### src/rtl/cpu_defs.sv
// Shared definitions for the MIPS core pipeline control.
// PC source encodings, FSM states and HI/LO latencies.
package cpu_defs;

    localparam logic [1:0] PC_SEL_NORM    = 2'd0;
    localparam logic [1:0] PC_SEL_HANDLER = 2'd1;
    localparam logic [1:0] PC_SEL_EPC     = 2'd2;

    localparam logic [31:0] HANDLER_VEC = 32'h0000_4180;

    localparam logic [1:0] TUSE_NONE = 2'd3;

    localparam int MULT_CYC_DEF = 5;
    localparam int DIV_CYC_DEF  = 10;

    typedef enum logic {
        ST_RUN     = 1'b0,
        ST_RECOVER = 1'b1
    } ctrl_state_e;

endpackage

### src/rtl/hazard_unit.sv
// Combinational register and HI/LO hazard detection for the D stage.
// A Tuse of 3 can never be below a 2-bit Tnew, so unused sources never hazard.
module hazard_unit
    import cpu_defs::*;
(
    input  logic [4:0] D_rs,
    input  logic [4:0] D_rt,
    input  logic [1:0] D_tuse_rs,
    input  logic [1:0] D_tuse_rt,
    input  logic       D_md,
    input  logic [4:0] E_A3,
    input  logic [4:0] M_A3,
    input  logic       E_RegWrite,
    input  logic       M_RegWrite,
    input  logic [1:0] E_tnew,
    input  logic [1:0] M_tnew,
    input  logic       E_md_start,
    input  logic       md_busy,
    output logic       haz_E,
    output logic       haz_M,
    output logic       haz_md
);

    logic e_live;
    logic m_live;

    assign e_live = E_RegWrite && (E_A3 != 5'd0) && (E_tnew != 2'd0);
    assign m_live = M_RegWrite && (M_A3 != 5'd0) && (M_tnew != 2'd0);

    assign haz_E = e_live &&
        (((E_A3 == D_rs) && (D_tuse_rs < E_tnew)) ||
         ((E_A3 == D_rt) && (D_tuse_rt < E_tnew)));

    assign haz_M = m_live &&
        (((M_A3 == D_rs) && (D_tuse_rs < M_tnew)) ||
         ((M_A3 == D_rt) && (D_tuse_rt < M_tnew)));

    assign haz_md = D_md && (md_busy || E_md_start);

endmodule

### src/rtl/pipe_ctrl.sv
// Central pipeline controller: stall/bubble/flush, PC source select,
// HI/LO busy counter and exception/interrupt sequencing.
module pipe_ctrl
    import cpu_defs::*;
#(
    parameter int MULT_CYC = MULT_CYC_DEF,
    parameter int DIV_CYC  = DIV_CYC_DEF
) (
    input  logic       CLK,
    input  logic       reset,
    input  logic [4:0] D_rs,
    input  logic [4:0] D_rt,
    input  logic [1:0] D_tuse_rs,
    input  logic [1:0] D_tuse_rt,
    input  logic       D_md,
    input  logic [4:0] E_A3,
    input  logic [4:0] M_A3,
    input  logic       E_RegWrite,
    input  logic       M_RegWrite,
    input  logic [1:0] E_tnew,
    input  logic [1:0] M_tnew,
    input  logic       E_md_start,
    input  logic       E_md_div,
    input  logic       M_valid,
    input  logic       M_exc,
    input  logic       M_eret,
    input  logic       int_req,
    input  logic       IE,
    output logic       stall,
    output logic       bubble_E,
    output logic       flush,
    output logic [1:0] pc_sel,
    output logic       exc_take,
    output logic       md_busy
);

    ctrl_state_e state;
    ctrl_state_e state_n;
    logic [3:0]  count;
    logic        int_pend;
    logic        haz_E;
    logic        haz_M;
    logic        haz_md;

    hazard_unit u_hazard (
        .D_rs       (D_rs),
        .D_rt       (D_rt),
        .D_tuse_rs  (D_tuse_rs),
        .D_tuse_rt  (D_tuse_rt),
        .D_md       (D_md),
        .E_A3       (E_A3),
        .M_A3       (M_A3),
        .E_RegWrite (E_RegWrite),
        .M_RegWrite (M_RegWrite),
        .E_tnew     (E_tnew),
        .M_tnew     (M_tnew),
        .E_md_start (E_md_start),
        .md_busy    (md_busy),
        .haz_E      (haz_E),
        .haz_M      (haz_M),
        .haz_md     (haz_md)
    );

    assign md_busy  = (count != 4'd0);
    assign stall    = (haz_E || haz_M || haz_md) && !flush;
    assign bubble_E = stall;

    always_comb begin
        state_n  = state;
        flush    = 1'b0;
        pc_sel   = PC_SEL_NORM;
        exc_take = 1'b0;
        unique case (state)
            ST_RUN: begin
                if (M_exc || (int_pend && M_valid)) begin
                    flush    = 1'b1;
                    pc_sel   = PC_SEL_HANDLER;
                    exc_take = 1'b1;
                    state_n  = ST_RECOVER;
                end else if (M_eret) begin
                    flush  = 1'b1;
                    pc_sel = PC_SEL_EPC;
                end
            end
            // M holds the bubble left by the flush; nothing there is real.
            ST_RECOVER: begin
                state_n = ST_RUN;
            end
            default: begin
                state_n = ST_RUN;
            end
        endcase
    end

    always_ff @(posedge CLK) begin
        if (!reset) begin
            state    <= ST_RUN;
            count    <= 4'd0;
            int_pend <= 1'b0;
        end else begin
            state    <= state_n;
            int_pend <= (int_pend && !exc_take) || (int_req && IE);
            if (E_md_start) begin
                count <= E_md_div ? 4'(DIV_CYC) : 4'(MULT_CYC);
            end else if (count != 4'd0) begin
                count <= count - 4'd1;
            end
        end
    end

endmodule

### config.mk
export PLATFORM = sky130hd
export DESIGN_NAME = pipe_ctrl
export DESIGN_NICKNAME = d
export VERILOG_FILES = /design/src/rtl/cpu_defs.sv /design/src/rtl/hazard_unit.sv /design/src/rtl/pipe_ctrl.sv
export SDC_FILE = /design/constraint.sdc
export NUM_CORES = 1
export LEC_CHECK = 0
export CORE_ASPECT_RATIO = 0.8
export CORE_MARGIN = 2
export CORE_UTILIZATION = 25
export CTS_BUF_LIST = sky130_fd_sc_hd__clkbuf_8
export DETAILED_ROUTE_END_ITERATION = 7
export PLACE_DENSITY_LB_ADDON = 0.08
export SLEW_MARGIN = 20
export SYNTH_ARGS = -nofsm -noshare
export SYNTH_HDL_FRONTEND = slang
export SYNTH_SLANG_ARGS = --single-unit
### constraint.sdc
create_clock -name CLK -period 3.9 [get_ports CLK]
set_input_delay 0.975 -clock CLK [delete_from_list [all_inputs] [get_ports CLK]]
set_output_delay 0.975 -clock CLK [all_outputs]
set_load 0.005 [all_outputs]
==> flow_metrics.env, run 1 <==
export IMPL_status="finished, final reports clean"
export IMPL_synth_fp_nets=131
export IMPL_tns_ps=0
export IMPL_synth_ff_type="dfxtp_1"
export IMPL_crit_chain="clkdlybuf4s50_1 > ha_4 > a2111oi_4 > nand4_1 > a21o_1 > a31oi_1 > buf_2"
export IMPL_synth_largest_area_cell="xnor2_1"
export IMPL_root_buffer="clkbuf_8"
export IMPL_fin_hold_ws_ps=481.0
export IMPL_gp_congestion=0.8318
export IMPL_slew_violations=0
export IMPL_insertedDiodeCount=0
export IMPL_p_per_area_nw_per_um2=231.4
export IMPL_portBuffers=46
export IMPL_avgSynthCellArea_sq_um=8.729
export IMPL_synth_top_area_share_pct=17.71
export IMPL_ff2ff_setup_slack_ps=2550
export IMPL_path_class="input pin to output port"
export IMPL_drt_pass1_iterations=4
export IMPL_worst_skew_pair_late_latency_ps=230
export IMPL_dieArea_sq_um=3422
export IMPL_coreArea_sq_um=2786
export IMPL_start_util_pct=26.63
export IMPL_seq_area_frac_synth_pct=16.19
export IMPL_leakagePower_nw=0.5274
export IMPL_synthTopCellsByArea="xnor2_1 18%, dfxtp_1 16%, ha_1 10%, xor2_1 9.4%, a2111oi_2 6.1%"
export IMPL_fin_cells=185
export IMPL_tightest_slew_ps=358.4
export IMPL_fmax_mhz=263.2
export IMPL_die_w_microns=64.91
export IMPL_setup_viol=0
export IMPL_h_tree_depth=1
export IMPL_irDropWorstVdd_mv=0.08892
export IMPL_die_h_microns=52.73
export IMPL_gr_total_overflow=0
export IMPL_tritoncts="yes"
export IMPL_wl_per_cell_microns=12.64
export IMPL_yosysWarnings=0
export IMPL_synth_edff_count=0
export IMPL_cp_max_fo=2
export IMPL_drive_gt1_share_pct=17.69
export IMPL_grtUsageTotal_pct=15.32
export IMPL_async_reset_ff_share_pct=0
export IMPL_cts_buffer_depth=2
export IMPL_period_minus_slack_ps=3800
export IMPL_grt_pass1_vias=875
export IMPL_cts_sinks=6
export IMPL_slowest_delay_ps=540
export IMPL_antenna_left=0
export IMPL_required_ps=2920
export IMPL_cp_slowest_cell="clkdlybuf4s50_1"
export IMPL_grt_antenna_before_repair=0
export IMPL_post_route_worst_setup_slack_ps=100.1
export IMPL_cts_buffers=3
export IMPL_yosys_register_bits=6
export IMPL_cts_setup_buffers=0
export IMPL_worstPathArrival_ps=2820
export IMPL_synth_common_cells="15 x xnor2_1, 8 x xor2_1, 6 x dfxtp_1, 6 x ha_1, 6 x inv_1"
export IMPL_dp_cells=182
export IMPL_drt_vias_per_instance=4.611
export IMPL_fin_skew_ps=1.277
export IMPL_drt_total_wl_mm=2.339
export IMPL_max_cap_violations=0
export IMPL_hpwl_mm=1.972
export IMPL_cp_start_kind="input pin"
export IMPL_hp_class="flip-flop to flip-flop"
export IMPL_drt_iter0_markers=16
export IMPL_yosysMostFrequentCell="xnor2_1"
export IMPL_netlist_instances=85
export IMPL_ys_types=25
export IMPL_hold_viol_final=0
export IMPL_vias=853
export IMPL_grt_max_degree=8
export IMPL_remaining_drc_errors=0
export IMPL_syn_to_final_growth_pct=89.21
export IMPL_place_ws_ps=-332.1
export IMPL_critPathCaptureType="output port"
export IMPL_pin_count=47
export IMPL_holdBufCountCts=0
export IMPL_netlist_area_sq_um=742.0
export IMPL_period_share_pct=97.43
export IMPL_nNetsFinal=195
export IMPL_rsz0062_at_grt="false"
export IMPL_slew_headroom_pct=76.03
export IMPL_clk_pin_slew_ps=40
export IMPL_rows=17
export IMPL_grt_pass1_wl_mm=3.870
-- layer usage --
layer	share of wire (%)	vias up	global-route usage (%)	routed length, microns
met4	0.73	0	4.255	17
li1	-	431	-	-
met1	48	375	19.31	1127
met2	42	41	25.09	973
met3	9.4	6	4.946	220
met5	0	-	0	0
-- worst max-delay path, delay by kind of cell --
family	cells	cell delay (ps)
compound gates	3	750
simple gates	1	160
buf+inv	2	690
fa+ha+maj	1	230
-- metrics by stage --
| step | power [mW] | cell area, sq um | util, % |
|---|---|---|---|
| 3_5_place_dp | 0.2263 | 1348 | 48.36 |
| 6_report | 0.3249 | 1404 | 50.38 |
| 5_1_grt | 0.3471 | 1404 | 50.38 |
| 4_1_cts | 0.3279 | 1398 | 50.16 |
| 2_1_floorplan | 0.1410 | 742.0 | - |
| 3_3_place_gp | 0.2252 | 1348 | 48.36 |
-- flip-flops by register name, summed over array words and instances, names as in the netlist --
register	count
int_pend	1
count	4
state	1
-- layout make-up --
class | instances | area [sq um]
fillers | 277 | 1383
multi-input cells | 71 | 609.3
repair buffers | 61 | 563.0
flip-flops and latches | 6 | 120.1
well taps | 38 | 47.55
clock buffers | 3 | 41.29
inverters | 6 | 22.52
-- final timing paths --
| path | from | end | cells past startpoint |
|---|---|---|---|
| max | D_tuse_rs[1] | stall | 7 |
| min reg2reg | int_pend | int_pend | 2 |
| min | int_pend | int_pend | 2 |
| max reg2reg | count[0] | count[1] | 7 |
-- where the power goes --
| part | internal [mW] | total [mW] | switching, mW |
|---|---|---|---|
| Combinational | 0.0948 | 0.157 | 0.0620 |
| Sequential | 0.0676 | 0.0715 | 0.00390 |
| Clock | 0.0666 | 0.0965 | 0.0299 |
| Total | 0.229 | 0.325 | 0.0958 |
-- repair_timing --
| item | in CTS | in global routing |
|---|---|---|
| resized for setup | 8 | 3 |
| pin swaps | 2 | 3 |
| setup endpoints to repair | 2 | 2 |
| endpoints found under the hold margin | 0 | 0 |
-- cells in the final DEF (no fill, tap or decap), types with 2 or more instances in the layout --
master / count
or4_1: 2
nand2b_1: 4
nand4_1: 4
nor3_1: 3
xor2_1: 8
inv_1: 5
a21o_1: 2
o21a_1: 4
a21oi_1: 2
ha_1: 5
clkdlybuf4s50_1: 44
xnor2_1: 15
a2111oi_4: 2
nor2_1: 4
clkbuf_8: 3
buf_2: 2
and2_1: 3
dfxtp_1: 6
a2111oi_2: 2
o21ai_0: 2
o221ai_1: 2
buf_4: 15
-- logic make-up after synthesis --
logic type / synth area share [%]
AND/OR/NAND/NOR: 17.70
flip-flops: 16.19
AO/OA/AOI/OAI: 23.78
buffers and inverters: 5.058
XOR/XNOR: 27.15
adder cells (fa/ha/maj): 10.12
No activity file was read; power rests on OpenSTA's default activity.
==> run 2, diff against run 1 <==
- ABC_AREA: default -> 1
- ABC_CLOCK_PERIOD_IN_PS: default -> 3900
- SLEW_MARGIN: 20 -> 30
==> flow_metrics.env, run 2 <==
export IMPL_coreArea_sq_um=3400
export IMPL_slew_headroom_pct=84.72
export IMPL_synth_ff_type="dfxtp_1"
export IMPL_fin_skew_ps=0.1295
export IMPL_final_cell_mix="59 x nand2_1, 44 x clkdlybuf4s50_1, 29 x inv_1, 14 x nor2_1, 9 x nand3_1"
export IMPL_seq_power_share_pct=23.5
export IMPL_slew_violations=0
export IMPL_drt_total_wl_mm=2.604
export IMPL_reg_top3="count: 4 flops, int_pend: 1 flops, state: 1 flops"
export IMPL_netlist_instances=164
export IMPL_cp_slowest_cell="clkdlybuf4s50_1"
export IMPL_cts_buffers=3
export IMPL_rows=19
export IMPL_reg2reg_from="count[0]"
export IMPL_sw_frac_of_total_pct=31.50
export IMPL_insertedDiodeCount=0
export IMPL_synthTopCellsByArea="nand2_1 25%, dfxtp_1 14%, inv_1 12%, ha_1 8.6%, nor2_1 6.0%"
export IMPL_tightest_slew_ps=229.2
export IMPL_ys_types=22
export IMPL_remaining_drc_errors=0
export IMPL_cp_start_kind="input pin"
export IMPL_dieArea_sq_um=3985
export IMPL_tritoncts="yes"
export IMPL_leakagePower_nw=0.7744
export IMPL_grt_antenna_before_repair=0
export IMPL_seq_area_frac_synth_pct=13.75
export IMPL_start_util_pct=25.69
export IMPL_hold_viol_final=0
export IMPL_synth_fp_nets=210
export IMPL_async_reset_ff_share_pct=0
export IMPL_vias=1100
export IMPL_worst_skew_pair_late_latency_ps=220
export IMPL_root_buffer="clkbuf_8"
export IMPL_pin_count=47
export IMPL_irDropWorstVdd_mv=0.1396
export IMPL_crit_end="stall"
export IMPL_p_int_mw=0.2166
export IMPL_cts_sinks=6
export IMPL_netlist_area_sq_um=873.3
export IMPL_grt_pass1_vias=923
export IMPL_drt_iter0_markers=47
export IMPL_worstRegToRegCells=7
export IMPL_grt_max_degree=6
export IMPL_required_ps=2920
export IMPL_synth_edff_count=0
export IMPL_synth_largest_area_cell="nand2_1"
export IMPL_antenna_left=0
export IMPL_gp_congestion=0.7693
export IMPL_synth_top_area_share_pct=25.36
export IMPL_die_h_microns=56.87
export IMPL_h_tree_depth=1
export IMPL_avgSynthCellArea_sq_um=5.325
export IMPL_period_minus_slack_ps=3435
export IMPL_die_w_microns=70.08
export IMPL_p_per_area_nw_per_um2=221.8
export IMPL_period_share_pct=88.08
export IMPL_drt_vias_per_instance=4.348
export IMPL_yosys_register_bits=6
export IMPL_hp_class="flip-flop to flip-flop"
export IMPL_fmax_mhz=291.1
export IMPL_crit_path_frequent_cell="nand2_1"
export IMPL_power_frac_comb_pct=47.5
export IMPL_gr_total_overflow=0
export IMPL_largest_reg_flops=4
export IMPL_rsz0062_at_grt="false"
export IMPL_yosysMostFrequentCell="nand2_1"
export IMPL_path_class="input pin to output port"
export IMPL_status="finished, final reports clean"
export IMPL_max_cap_violations=0
export IMPL_grtUsageTotal_pct=12.71
export IMPL_critPathCaptureType="output port"
export IMPL_portBuffers=46
export IMPL_crit_start="E_tnew[1]"
export IMPL_ff2ff_setup_slack_ps=2610
export IMPL_drt_pass1_iterations=4
export IMPL_synth_common_cells="59 x nand2_1, 29 x inv_1, 14 x nor2_1"
export IMPL_tns_ps=0
export IMPL_power_switching_mw=0.09960
export IMPL_crit_chain="clkdlybuf4s50_1 > inv_1 > ha_1 > o21ai_0 > nand2_1 > nor2_1 > nand2_1 > nand2_1 > nand2_1 > nand3_1 > nand2_1 > inv_1 > dlymetal6s2s_1"
export IMPL_clk_pin_slew_ps=30
export IMPL_yosysWarnings=0
export IMPL_top_register="count"
export IMPL_r2r_end="count[2]"
export IMPL_setup_viol=0
export IMPL_worstPathArrival_ps=2460
export IMPL_cp_max_fo=3
export IMPL_grt_pass1_wl_mm=4.008
export IMPL_cts_setup_buffers=0
export IMPL_wl_per_cell_microns=10.29
export IMPL_nNetsFinal=259
export IMPL_clkPwrFrac_pct=29.0
export IMPL_hpwl_mm=2.250
export IMPL_layout_commonest_cell="nand2_1"
export IMPL_syn_to_final_growth_pct=63.18
export IMPL_fin_hold_ws_ps=460.7
export IMPL_drive_gt1_share_pct=9.005
export IMPL_cts_buffer_depth=2
export IMPL_slowest_delay_ps=450
[run 2: cell types whose count changed in the layout (fill, tap and decap cells not counted), sizes merged, moves of 6 or more]
cell   change
nand3     +10
xnor2     -12
buf       -17
nor2      +12
nand2     +59
inv       +31
a21oi      +6
[run 2: metal layers]
metal	part of all wire (%)	GRT usage [%]	vias to the layer above
met3	9.9	3.770	0
met1	47	17.49	461
li1	-	-	585
met4	0	1.648	0
met5	0	0	-
met2	43	20.14	54
[run 2: cell families after synthesis]
logic type / count (synthesis) / synth area share, %
adders and majority gates: 6 / 8.596
buffers and inverters: 40 / 18.05
xor gates and xnor gates: 7 / 7.020
DFF: 6 / 13.75
AOI/OAI and AO/OA: 15 / 9.886
and+or+nand+nor: 90 / 42.69
[run 2: repair_timing]
action / 4_1_cts / 5_1_grt
hold buffers: 0 / 0
resized for setup: 0 / 5
endpoints found under the setup margin: 0 / 2
hold endpoints to repair: 0 / 0
[run 2: power by group through the flow]
stage          sequential (mW)  combinational [mW]  clock, mW
6_report                0.0743               0.150     0.0916
2_1_floorplan           0.0738              0.0735          0
3_5_place_dp            0.0749               0.149          0
3_3_place_gp            0.0749               0.147          0
4_1_cts                 0.0741               0.150     0.0958
5_1_grt                 0.0749               0.166     0.0987
[run 2: worst min-delay path by stage]
stage,cells after the start,slack [ps],endpoint,from
finish,2,460,int_pend,int_pend
global route,2,470,int_pend,int_pend
CTS,2,460,int_pend,int_pend
detailed placement,2,460,int_pend,int_pend
global placement,2,460,int_pend,int_pend
floorplan,2,440,int_pend,int_pend
[run 2: worst max-delay path: cells and delay by family]
kind                       cells  cell delay, ps
buffers and inverters          4             680
and+or+nand+nor                7             450
adders and majority gates      1             260
AOI/OAI and AO/OA              1              80
[run 2: layout make-up]
type	count	area, sq um
clock buffers	3	41.29
repair buffers	46	465.4
inverters	38	142.6
fillers	362	1974
flip-flops and latches	6	120.1
well taps	42	52.55
multi-input cells	118	603.1
[run 2: per-stage QoR]
step	power, mW	cells	cell area (sq um)	util [%]	worst slack (ps)
after floorplan	0.1473	164	873.3	-	1032
after global placement	0.2220	250	1371	40.34	58.93
after detailed placement	0.2235	250	1371	40.34	41.31
after CTS	0.3197	253	1413	41.55	41.30
after global routing	0.3401	253	1425	41.92	300.1
final	0.3161	253	1425	41.92	465.0
